`src/rtl/descrambler15.sv`:
```
// Receive-side descrambler: strips a programmable Galois LFSR keystream from 32-bit
// words, keeps one keystream-selected byte lane, and queues bytes in a small FIFO.
module descrambler15 #(
  parameter logic [11:0] ADDR_SEED  = 12'h0F0,
  parameter logic [11:0] ADDR_TAPS  = 12'h0F1,
  parameter int          FIFO_DEPTH = 4
) (
  input  logic        i_clk,
  input  logic        i_rst,
  input  logic        i_write,
  input  logic [11:0] i_addr,
  input  logic [31:0] i_lfsrdin,
  input  logic        i_pushin,
  input  logic [31:0] i_datain,
  output logic        o_stopout,
  input  logic        i_stopin,
  output logic        o_pushout,
  output logic [7:0]  o_dataout
);

  localparam int PW = $clog2(FIFO_DEPTH);
  localparam int CW = $clog2(FIFO_DEPTH + 1);

  logic [31:0]   r_seed;
  logic [31:0]   r_taps;
  logic [31:0]   r_state;
  logic          r_s1Valid;
  logic [7:0]    r_s1Byte;
  logic [7:0]    r_fifo [FIFO_DEPTH];
  logic [PW-1:0] r_wrPtr;
  logic [PW-1:0] r_rdPtr;
  logic [CW-1:0] r_count;
  logic          r_stopout;

  logic          w_accept;
  logic          w_seedWr;
  logic          w_tapsWr;
  logic [31:0]   w_seedVal;
  logic [31:0]   w_word;
  logic [1:0]    w_lane;
  logic [7:0]    w_byte;
  logic [31:0]   w_nextState;
  logic          w_fifoPush;
  logic          w_fifoPop;
  logic [CW-1:0] w_countNext;
  logic [CW-1:0] w_occNext;

  assign w_accept    = i_pushin && !r_stopout;
  assign w_seedWr    = i_write && (i_addr == ADDR_SEED);
  assign w_tapsWr    = i_write && (i_addr == ADDR_TAPS);
  // An all-zero seed would lock the LFSR, so it is promoted to 1.
  assign w_seedVal   = (i_lfsrdin == 32'h0) ? 32'h0000_0001 : i_lfsrdin;
  assign w_word      = i_datain ^ r_state;
  assign w_lane      = r_state[31:30];
  assign w_byte      = w_word[8*w_lane +: 8];
  assign w_nextState = (r_state >> 1) ^ (r_state[0] ? r_taps : 32'h0);

  assign w_fifoPush  = r_s1Valid;
  assign w_fifoPop   = (r_count != '0) && !i_stopin;
  assign w_countNext = r_count + CW'(w_fifoPush) - CW'(w_fifoPop);
  assign w_occNext   = w_countNext + CW'(w_accept);

  always_ff @(posedge i_clk) begin
    if (i_rst) begin
      r_seed  <= 32'h0000_0001;
      r_taps  <= 32'h8020_0003;
      r_state <= 32'h0000_0001;
    end else begin
      if (w_seedWr) begin
        r_seed  <= w_seedVal;
        r_state <= w_seedVal;
      end else if (w_accept) begin
        r_state <= w_nextState;
      end
      if (w_tapsWr) begin
        r_taps <= i_lfsrdin;
      end
    end
  end

  always_ff @(posedge i_clk) begin
    if (i_rst) begin
      r_s1Valid <= 1'b0;
      r_s1Byte  <= 8'h00;
    end else begin
      r_s1Valid <= w_accept;
      if (w_accept) begin
        r_s1Byte <= w_byte;
      end
    end
  end

  always_ff @(posedge i_clk) begin
    if (w_fifoPush && !i_rst) begin
      r_fifo[r_wrPtr] <= r_s1Byte;
    end
  end

  // stopout looks one cycle ahead so a word accepted now always has a free slot.
  always_ff @(posedge i_clk) begin
    if (i_rst) begin
      r_wrPtr   <= '0;
      r_rdPtr   <= '0;
      r_count   <= '0;
      r_stopout <= 1'b0;
    end else begin
      assert (!(w_fifoPush && !w_fifoPop && (r_count == CW'(FIFO_DEPTH))));
      assert (r_count <= CW'(FIFO_DEPTH));
      assert (r_seed != 32'h0);
      if (w_fifoPush) begin
        r_wrPtr <= r_wrPtr + 1'b1;
      end
      if (w_fifoPop) begin
        r_rdPtr <= r_rdPtr + 1'b1;
      end
      r_count   <= w_countNext;
      r_stopout <= (w_occNext >= CW'(3));
    end
  end

  assign o_stopout = r_stopout;
  assign o_pushout = (r_count != '0);
  assign o_dataout = (r_count != '0) ? r_fifo[r_rdPtr] : 8'h00;

endmodule

```
`config.mk`:
```
export PLATFORM = sky130hd
export DESIGN_NAME = descrambler15
export DESIGN_NICKNAME = d
export VERILOG_FILES = /design/src/rtl/descrambler15.sv
export SDC_FILE = /design/constraint.sdc
export NUM_CORES = 1
export LEC_CHECK = 0
export ABC_AREA = 1
export BUFFER_PORTS_ARGS = -buffer_cell sky130_fd_sc_hd__buf_2
export CORE_MARGIN = 2
export CORE_UTILIZATION = 56
export CTS_BUF_LIST = sky130_fd_sc_hd__clkbuf_8 sky130_fd_sc_hd__clkbuf_16
export DETAILED_ROUTE_END_ITERATION = 10
export PLACE_DENSITY = 0.8
export SYNTH_ARGS = -nofsm -noshare
export SYNTH_HDL_FRONTEND = slang
export SYNTH_SLANG_ARGS = --single-unit
```
`constraint.sdc`:
```
create_clock -name i_clk -period 3.34 [get_ports i_clk]
set_input_delay 0.167 -clock i_clk [delete_from_list [all_inputs] [get_ports i_clk]]
set_output_delay 0.167 -clock i_clk [all_outputs]
set_load 0.02 [all_outputs]
```
==> impl_summary.md, run 1 <==
Yosys
The number of warnings reported in the yosys synthesis log is 0. After synthesis, the share of flip-flops with an asynchronous set or reset is 0%. The flop and latch count out of synthesis is between 100 and 150.

In this run the mean area of a mapped cell was between 7 and 8 µm². Yosys mapped a number of flops with a built-in enable equal to 32. The top cell type by total area after synthesis is dfxtp_1.

Synthesis produced a netlist whose cell count is 862. Sequential cells were found to cover between 40 and 50% of the synthesized design area. The mapped netlist covers ~6200 µm². The number of distinct library cell variants in the gate-level netlist after synthesis is 27. Synthesis produced a netlist with a net count of about 950. The area fraction of the dominant cell type after synthesis is roughly 27%. By area the synthesized netlist is led by dfxtp_1 27%, edfxtp_1 16%, nand2_1 10%. In the synthesized netlist the dominant register cell turns out to be dfxtp_1.

Layout
The area of all placed cells without fillers is roughly 7500 µm². The footprint of the flip-flops and latches is 2620 µm². The commonest non-fill, non-tap cell in the layout is nand2_1. Compared with the post-synthesis result, the final layout area differs by 22.3%. The number of antenna diodes in the final layout is 0. The share of final-layout standard cells stronger than drive strength 1 is roughly 14%. After the last flow step, the layout net total stands at 1056. Fill cells in the final layout number between 800 and 900. The area occupied by multi-input gates is 2900 µm². Once layout is complete, the cells apart from fillers number ~1100.

The library cells used most frequently in the layout, excluding fill and tap cells, are 165 x nand2_1, 158 x nor2_1, 90 x buf_2, 85 x inv_1, 83 x dfxtp_1.

Routing
After detailed routing, the number of remaining DRC violations is 0. The per-cell via count in the routed design is 4.94. The first routing iteration left about 470 violations. The wire length reported by the detailed router is about 14000 µm. The vias after detailed routing is 5531. The routed length per placed instance is 12.7 µm. The count of nets left with antenna violations after detail routing is 0.

The first detailed-routing pass took 5 iterations.

Power
VDD sags by at most between 400 and 500 µV. For this design the ratio of total power to cell area is about 640 nW/µm². The standby leakage power is roughly 3.5 nW.

Placed design
Before CTS, the worst setup slack after placement is around 0.8 ns. The placed standard-cell area is 6610 µm². The instance count after placement with tap cells included is around 1100. The quantity of I/O buffers inserted on ports is 90. The placed wire-length estimate is around 9400 µm. The final weighted congestion in routability-driven placement is around 0.79.

Timing
After layout, the minimum clock period comes to 2.56 ns. For the pin with the worst max-slew slack, the measured transition is 0.862 ns. Setup repair after global routing left no endpoint under its margin. The final number of max-transition violations is 0. The final critical path takes up between 70% and 80% of the cycle.

The tightest slew margin relative to the limit is 42.5%. The maximum clock frequency is a little under 400 MHz. Setup violations remaining at the end of the flow were counted as 0. The final critical-path setup slack is just under 0.8 ns. On the final layout, the worst clock skew is 0.0114 ns. The final hold violation count is 0.

The final sum of negative setup slack is 0 ns.

Clock tree
The post-cts gate resize count is 0. The clock tree from TritonCTS is yes. The root buffer cell chosen for the clock tree is clkbuf_8. The count of H-tree levels built during CTS is 4. The number of buffers created by CTS is 17.

The clock-pin slew of the registers on the worst-case setup and hold paths is 0.05 ns. The number of buffers added for setup after CTS is 0. The maximum clock insertion buffer count is 2. The worst-skew pair later-pin latency is between 0.5 and 0.6 ns. The count of clock tree sinks is 115.

Global routing
The number of antenna violations at the first check in global routing is 0. The via count of the first global-routing pass is approximately 5000. Global routing used about 26% of the available tracks across all layers.

The first-pass GRT wire length is 23500 µm. Global routing finished with a remaining overflow of 0. The pin count of the biggest net entering global routing is 78.

Floorplan
The die covers 11900 µm². The area of the core is between 10000 and 15000 µm². The top-level port count is 91.

The floorplan row count is 38. For this configuration, the core starts out at a cell density of a little under three fifths. The x dimension of the die is 109 µm. The die is 109 µm tall.

Critical path
The worst setup path is launched from a flop. The maximum net fanout on the critical path is 10. The setup path with the least slack is of type reg2reg.

For the worst setup path, the data required time is 3.75 ns. Data on the critical path arrives at its endpoint at 2.97 ns. The worst setup path is captured at a flop.

Job
The number of max-cap violations is 0.

Worst hold path
The min-delay analysis places its worst path in the category in2reg.

Outcome
The flow ran to the end, and the final reports show no timing, DRC or antenna violations.
-- final cells by class --
class | count | share of cell area, %
well taps | 140 | 2.32
multi-input cells | 594 | 38.5
clock buffers | 22 | 6.85
inverters | 107 | 5.33
clock inverters | 10 | 1.03
flip-flops and latches | 115 | 34.8
repair buffers | 131 | 11.2
-- critical path, stage by stage, from the launching register on --
cell and delay (ns):
dfxtp_1 0.36, nor3_4 0.41, nor2_1 0.13, ha_1 0.29
inv_1 0.04, ha_1 0.18, fa_1 0.48, ha_1 0.32
nand2_1 0.07, nand3_1 0.07, nand2_1 0.06, inv_1 0.04
-- what timing repair did --
| item | 4_1_cts | 5_1_grt |
|---|---|---|
| hold endpoints to repair | 56 | 0 |
| endpoints found under the setup margin | 0 | 0 |
| hold buffers | 33 | 0 |
-- through the flow --
stage | power (W) | utilization, % | hold slack, ns
final | 0.00485 | 69.8 | 0.0252
after global routing | 0.00516 | 69.8 | 0.0459
after CTS | 0.00487 | 69.8 | 0.00496
after detailed placement | 0.00308 | 61.3 | 0.412
after global placement | 0.00304 | 61.3 | 0.404
after floorplan | 0.00273 | - | 0.236
-- flip-flops by register name, summed over array words and instances, names as in the netlist, 2 cells and up, named ones only --
name,count
r_fifo,32
r_state,32
r_taps,32
r_rdPtr,2
r_count,3
r_s1Byte,8
r_wrPtr,2
-- metal layers --
layer / GRT usage (%) / wire, µm / vias up
li1: - / - / 2904
met1: 32.2 / 6110 / 2460
met2: 42.9 / 7130 / 147
met3: 5.74 / 740 / 20
met4: 9.16 / 240 / 0
met5: 0 / 0 / -
-- cell families after synthesis --
group | share of synthesized area [%]
flip-flops | 42.6
AND/OR/NAND/NOR | 27.1
XOR/XNOR | 8.95
AO/OA/AOI/OAI | 9.14
adder cells (fa/ha/maj) | 1.95
buffers and inverters | 10.3
-- where the power goes --
part           internal (W)  switching [W]
registers           0.00160       0.000167
logic              0.000519       0.000799
clock network       0.00115       0.000617
-- cells in the mapped netlist (all sizes together) (2+ instances only) --
master  count
a21oi      20
clkbuf     20
clkinv     21
buf        26
nand2     165
nand3      79
nor2      160
o21ai      91
edfxtp     32
xor2       62
ha          8
and2        2
inv        86
dfxtp      83
-- worst paths after layout --
path,slack [ns],from,end,depth (start not counted)
max,0.78,r_count[1]$_SDFF_PP0_,o_stopout$_SDFF_PP0_,11
min,0.03,i_stopin,r_rdPtr[0]$_SDFFE_PP0P_,4
max reg2reg,0.78,r_count[1]$_SDFF_PP0_,o_stopout$_SDFF_PP0_,11
min reg2reg,0.47,r_taps[0]$_SDFFE_PP1P_,r_taps[0]$_SDFFE_PP1P_,2
Note: power is estimated with default switching activity, not from simulation.
==> run 2: changes to the inputs <==
--- a/config.mk
+++ b/config.mk
@@ -8,10 +8,10 @@
 export ABC_AREA = 1
 export BUFFER_PORTS_ARGS = -buffer_cell sky130_fd_sc_hd__buf_2
 export CORE_MARGIN = 2
-export CORE_UTILIZATION = 56
+export CORE_UTILIZATION = 52
 export CTS_BUF_LIST = sky130_fd_sc_hd__clkbuf_8 sky130_fd_sc_hd__clkbuf_16
 export DETAILED_ROUTE_END_ITERATION = 10
-export PLACE_DENSITY = 0.8
+export PLACE_DENSITY = 0.79
 export SYNTH_ARGS = -nofsm -noshare
 export SYNTH_HDL_FRONTEND = slang
 export SYNTH_SLANG_ARGS = --single-unit
==> constraint.sdc (replaced) <==
create_clock -name i_clk -period 2.1 [get_ports i_clk]
set_input_delay 0.105 -clock i_clk [delete_from_list [all_inputs] [get_ports i_clk]]
set_output_delay 0.105 -clock i_clk [all_outputs]
set_load 0.02 [all_outputs]
==> run 2 against run 1 <==
The flow now finishes with violations (design-rule violations, negative hold slack, negative setup slack). Total power up 65%. Clock-buffer cell count down 5. Core utilization down 4.3 points. Sequential share of layout area about the same. Clock skew down 0.0036 ns. Wire length up 0.93%. Highest routed layer unchanged. Register-to-register slack worse by 0.87 ns. Sequential cell count unchanged. Worst hold slack worse by 0.033 ns. Worst setup slack worse by 0.87 ns. Critical path type unchanged.
==> impl_summary.md, run 2 (synthesized netlist as in run 1, its figures left out) <==
Outcome
The run finished, with violations left. The checks that failed: design-rule violations, negative hold slack, negative setup slack.

Global routing
Global routing used 23.1% of the available tracks across all layers. The first global-routing pass estimated about 24000 µm of wire. The via count of the first global-routing pass was 4968. The pin count of the biggest net entering global routing is about 80.

Summed over all layers, the global routing overflow is 0. The number of antenna violations at the first check in global routing is 0.

Timing
The clock period minus final worst setup slack is around 2.2 ns. Setup violations remaining at the end of the flow were counted as 1. The final hold violation count was 1. In this run the tightest slew margin relative to its limit is about half.

Across the routed clock network, the largest skew measured is 0.00786 ns. The actual slew at the worst max-slew pin is about 0.77 ns. The final critical-path setup slack is -0.0834 ns.

Setup repair after global routing could not meet its margin everywhere. The maximum clock frequency is roughly 460 MHz. The final number of max-transition violations is 0. The final sum of negative setup slack is -0.0834 ns. The final worst-path cycle share is 104%.

The final hold slack is -0.00744 ns.

Placed design
The quantity of I/O buffers inserted on ports is 90. The final weighted congestion in routability-driven placement is between 0.8 and 0.9. The placed standard-cell area is around 6700 µm².

Detailed placement ended at an HPWL of between 9000 and 10000 µm. Prior to clock tree synthesis, the placed netlist has a worst setup slack of -0.0826 ns.

Routing
The first routing iteration left ~300 violations. After detailed routing, the number of remaining DRC violations is 2. Using the TritonRoute via totals, the vias-per-cell ratio works out to around 4.9. The vias after detailed routing is about 5500.

The routed length per placed instance is 12.8 µm. The first-pass iteration count of the detailed router is 8. For this block, the routed nets add up to about 14000 µm of wire. The count of nets left with antenna violations after detail routing is 0.

Job
Across the run, the number of max-cap violations was 0.

Floorplan
The area of the core is ~12000 µm². The height of the die is 113 µm. The floorplan row count is 39. The starting density of the core is 53.5%. The die is ~110 µm wide. The top-level port count is 91. The area enclosed by the die boundary is between 10000 and 15000 µm².

Clock tree
The maximum clock insertion buffer count is 2. The count of H-tree levels built during CTS is 4. The count of clock tree sinks is between 100 and 150. TritonCTS created 17 clock buffers. The clock tree from TritonCTS is yes. After clock tree synthesis, the clock-pin slew on the worst setup and hold paths is 0.05 ns.

The tree is rooted in a clkbuf_16. The later pin in the worst-skew pair is clocked with a latency of approximately 0.4 ns.

Critical path
Data on the critical path is required at its endpoint by around 2.4 ns. The worst setup path category is reg2reg. Along the worst path, the maximum fanout reaches 2.

The worst-case register-to-register setup slack is -0.08 ns. The sort of element at the start of the critical path is a flop. The critical path capture point type is a flop.

For the worst setup path, the data arrival time is ~2.5 ns.

Layout
The final-stage net count is ~1100. The number of antenna diodes in the final layout is 0. Leaving out fill and tap cells, the most frequent cells in the layout are 163 x nand2_1, 157 x nor2_1, 90 x buf_2, 84 x inv_1, 81 x dfxtp_1. The layout overhead on the synthesized area is 22.4%. The commonest non-fill, non-tap cell in the layout is nand2_1. The share of final-layout standard cells stronger than drive strength 1 is 15.6%. The largest registers in the layout are r_fifo: 32 flops, r_state: 32 flops, r_taps: 32 flops. With fillers left out, the area of the finished cells amounts to about 7500 µm². The final-layout fill cell count is 1017.

Power
The power density over the cells is ~1100 nW/µm². The standby leakage power is approximately 3.5 nW. VDD sags by at most 546 µV.

The completed layout was analyzed and its total power is between 0.008 and 0.009 W.

Worst hold path
The worst hold path class is in2reg.
-- run 2: path summary, 6_finish.rpt --
| kind | to | start | depth (start not counted) |
|---|---|---|---|
| worst max register to register | o_stopout$_SDFF_PP0_ | r_count[1]$_SDFF_PP0_ | 11 |
| worst max-delay path | o_stopout$_SDFF_PP0_ | r_count[1]$_SDFF_PP0_ | 11 |
| worst min register to register | r_taps[1]$_SDFFE_PP1P_ | r_taps[1]$_SDFFE_PP1P_ | 2 |
| worst min-delay path | r_taps[28]$_SDFFE_PP0P_ | i_lfsrdin[28] | 3 |
-- run 2: worst max-delay path, stage by stage, from the launching register on --
cell,delay [ns]
dfxtp_4,0.35
nor3_4,0.20
nor2_2,0.06
ha_1,0.27
inv_1,0.04
ha_2,0.17
fa_2,0.58
ha_4,0.21
nand2_2,0.05
nand3_2,0.05
nand2_1,0.05
inv_1,0.04
-- run 2: what timing repair did --
action	4_1_cts	5_1_grt
gates cloned	0	0
hold buffers	20	0
endpoints found under the setup margin	1	1
gates resized for setup	0	7
pin swaps	1	6
buffers inserted	0	0
hold endpoints to repair	23	0
-- run 2: layout make-up --
type / instances / area, µm² / share of cell area, %
Sequential cell: 115 / 2630 / 34.8
Multi-Input combinational cell: 594 / 2930 / 38.9
Tap cell: 143 / 179 / 2.37
Timing Repair Buffer: 127 / 803 / 10.6
Clock inverter: 15 / 174 / 2.31
Clock buffer: 17 / 425 / 5.64
Inverter: 107 / 402 / 5.32
-- run 2: report_power, final --
group	switching, W	internal (W)	leakage [nW]
Combinational	0.00139	0.000950	2.19
Sequential	0.000204	0.00256	0.974
Clock	0.000980	0.00195	0.301
Total	0.00257	0.00546	3.47
-- run 2: layer usage --
metal / global-route usage, % / wire, µm
met5: 0 / 0
met4: 7.89 / 268
met3: 5.30 / 819
met2: 39.4 / 6970
met1: 29.0 / 6300
-- run 2: metrics by stage --
step                      instances  util, %
after CTS                      1118     65.3
after global routing           1118     65.5
after detailed placement       1066     58.4
after global placement         1066     58.4
after floorplan                 862        -
final                          1118     65.5
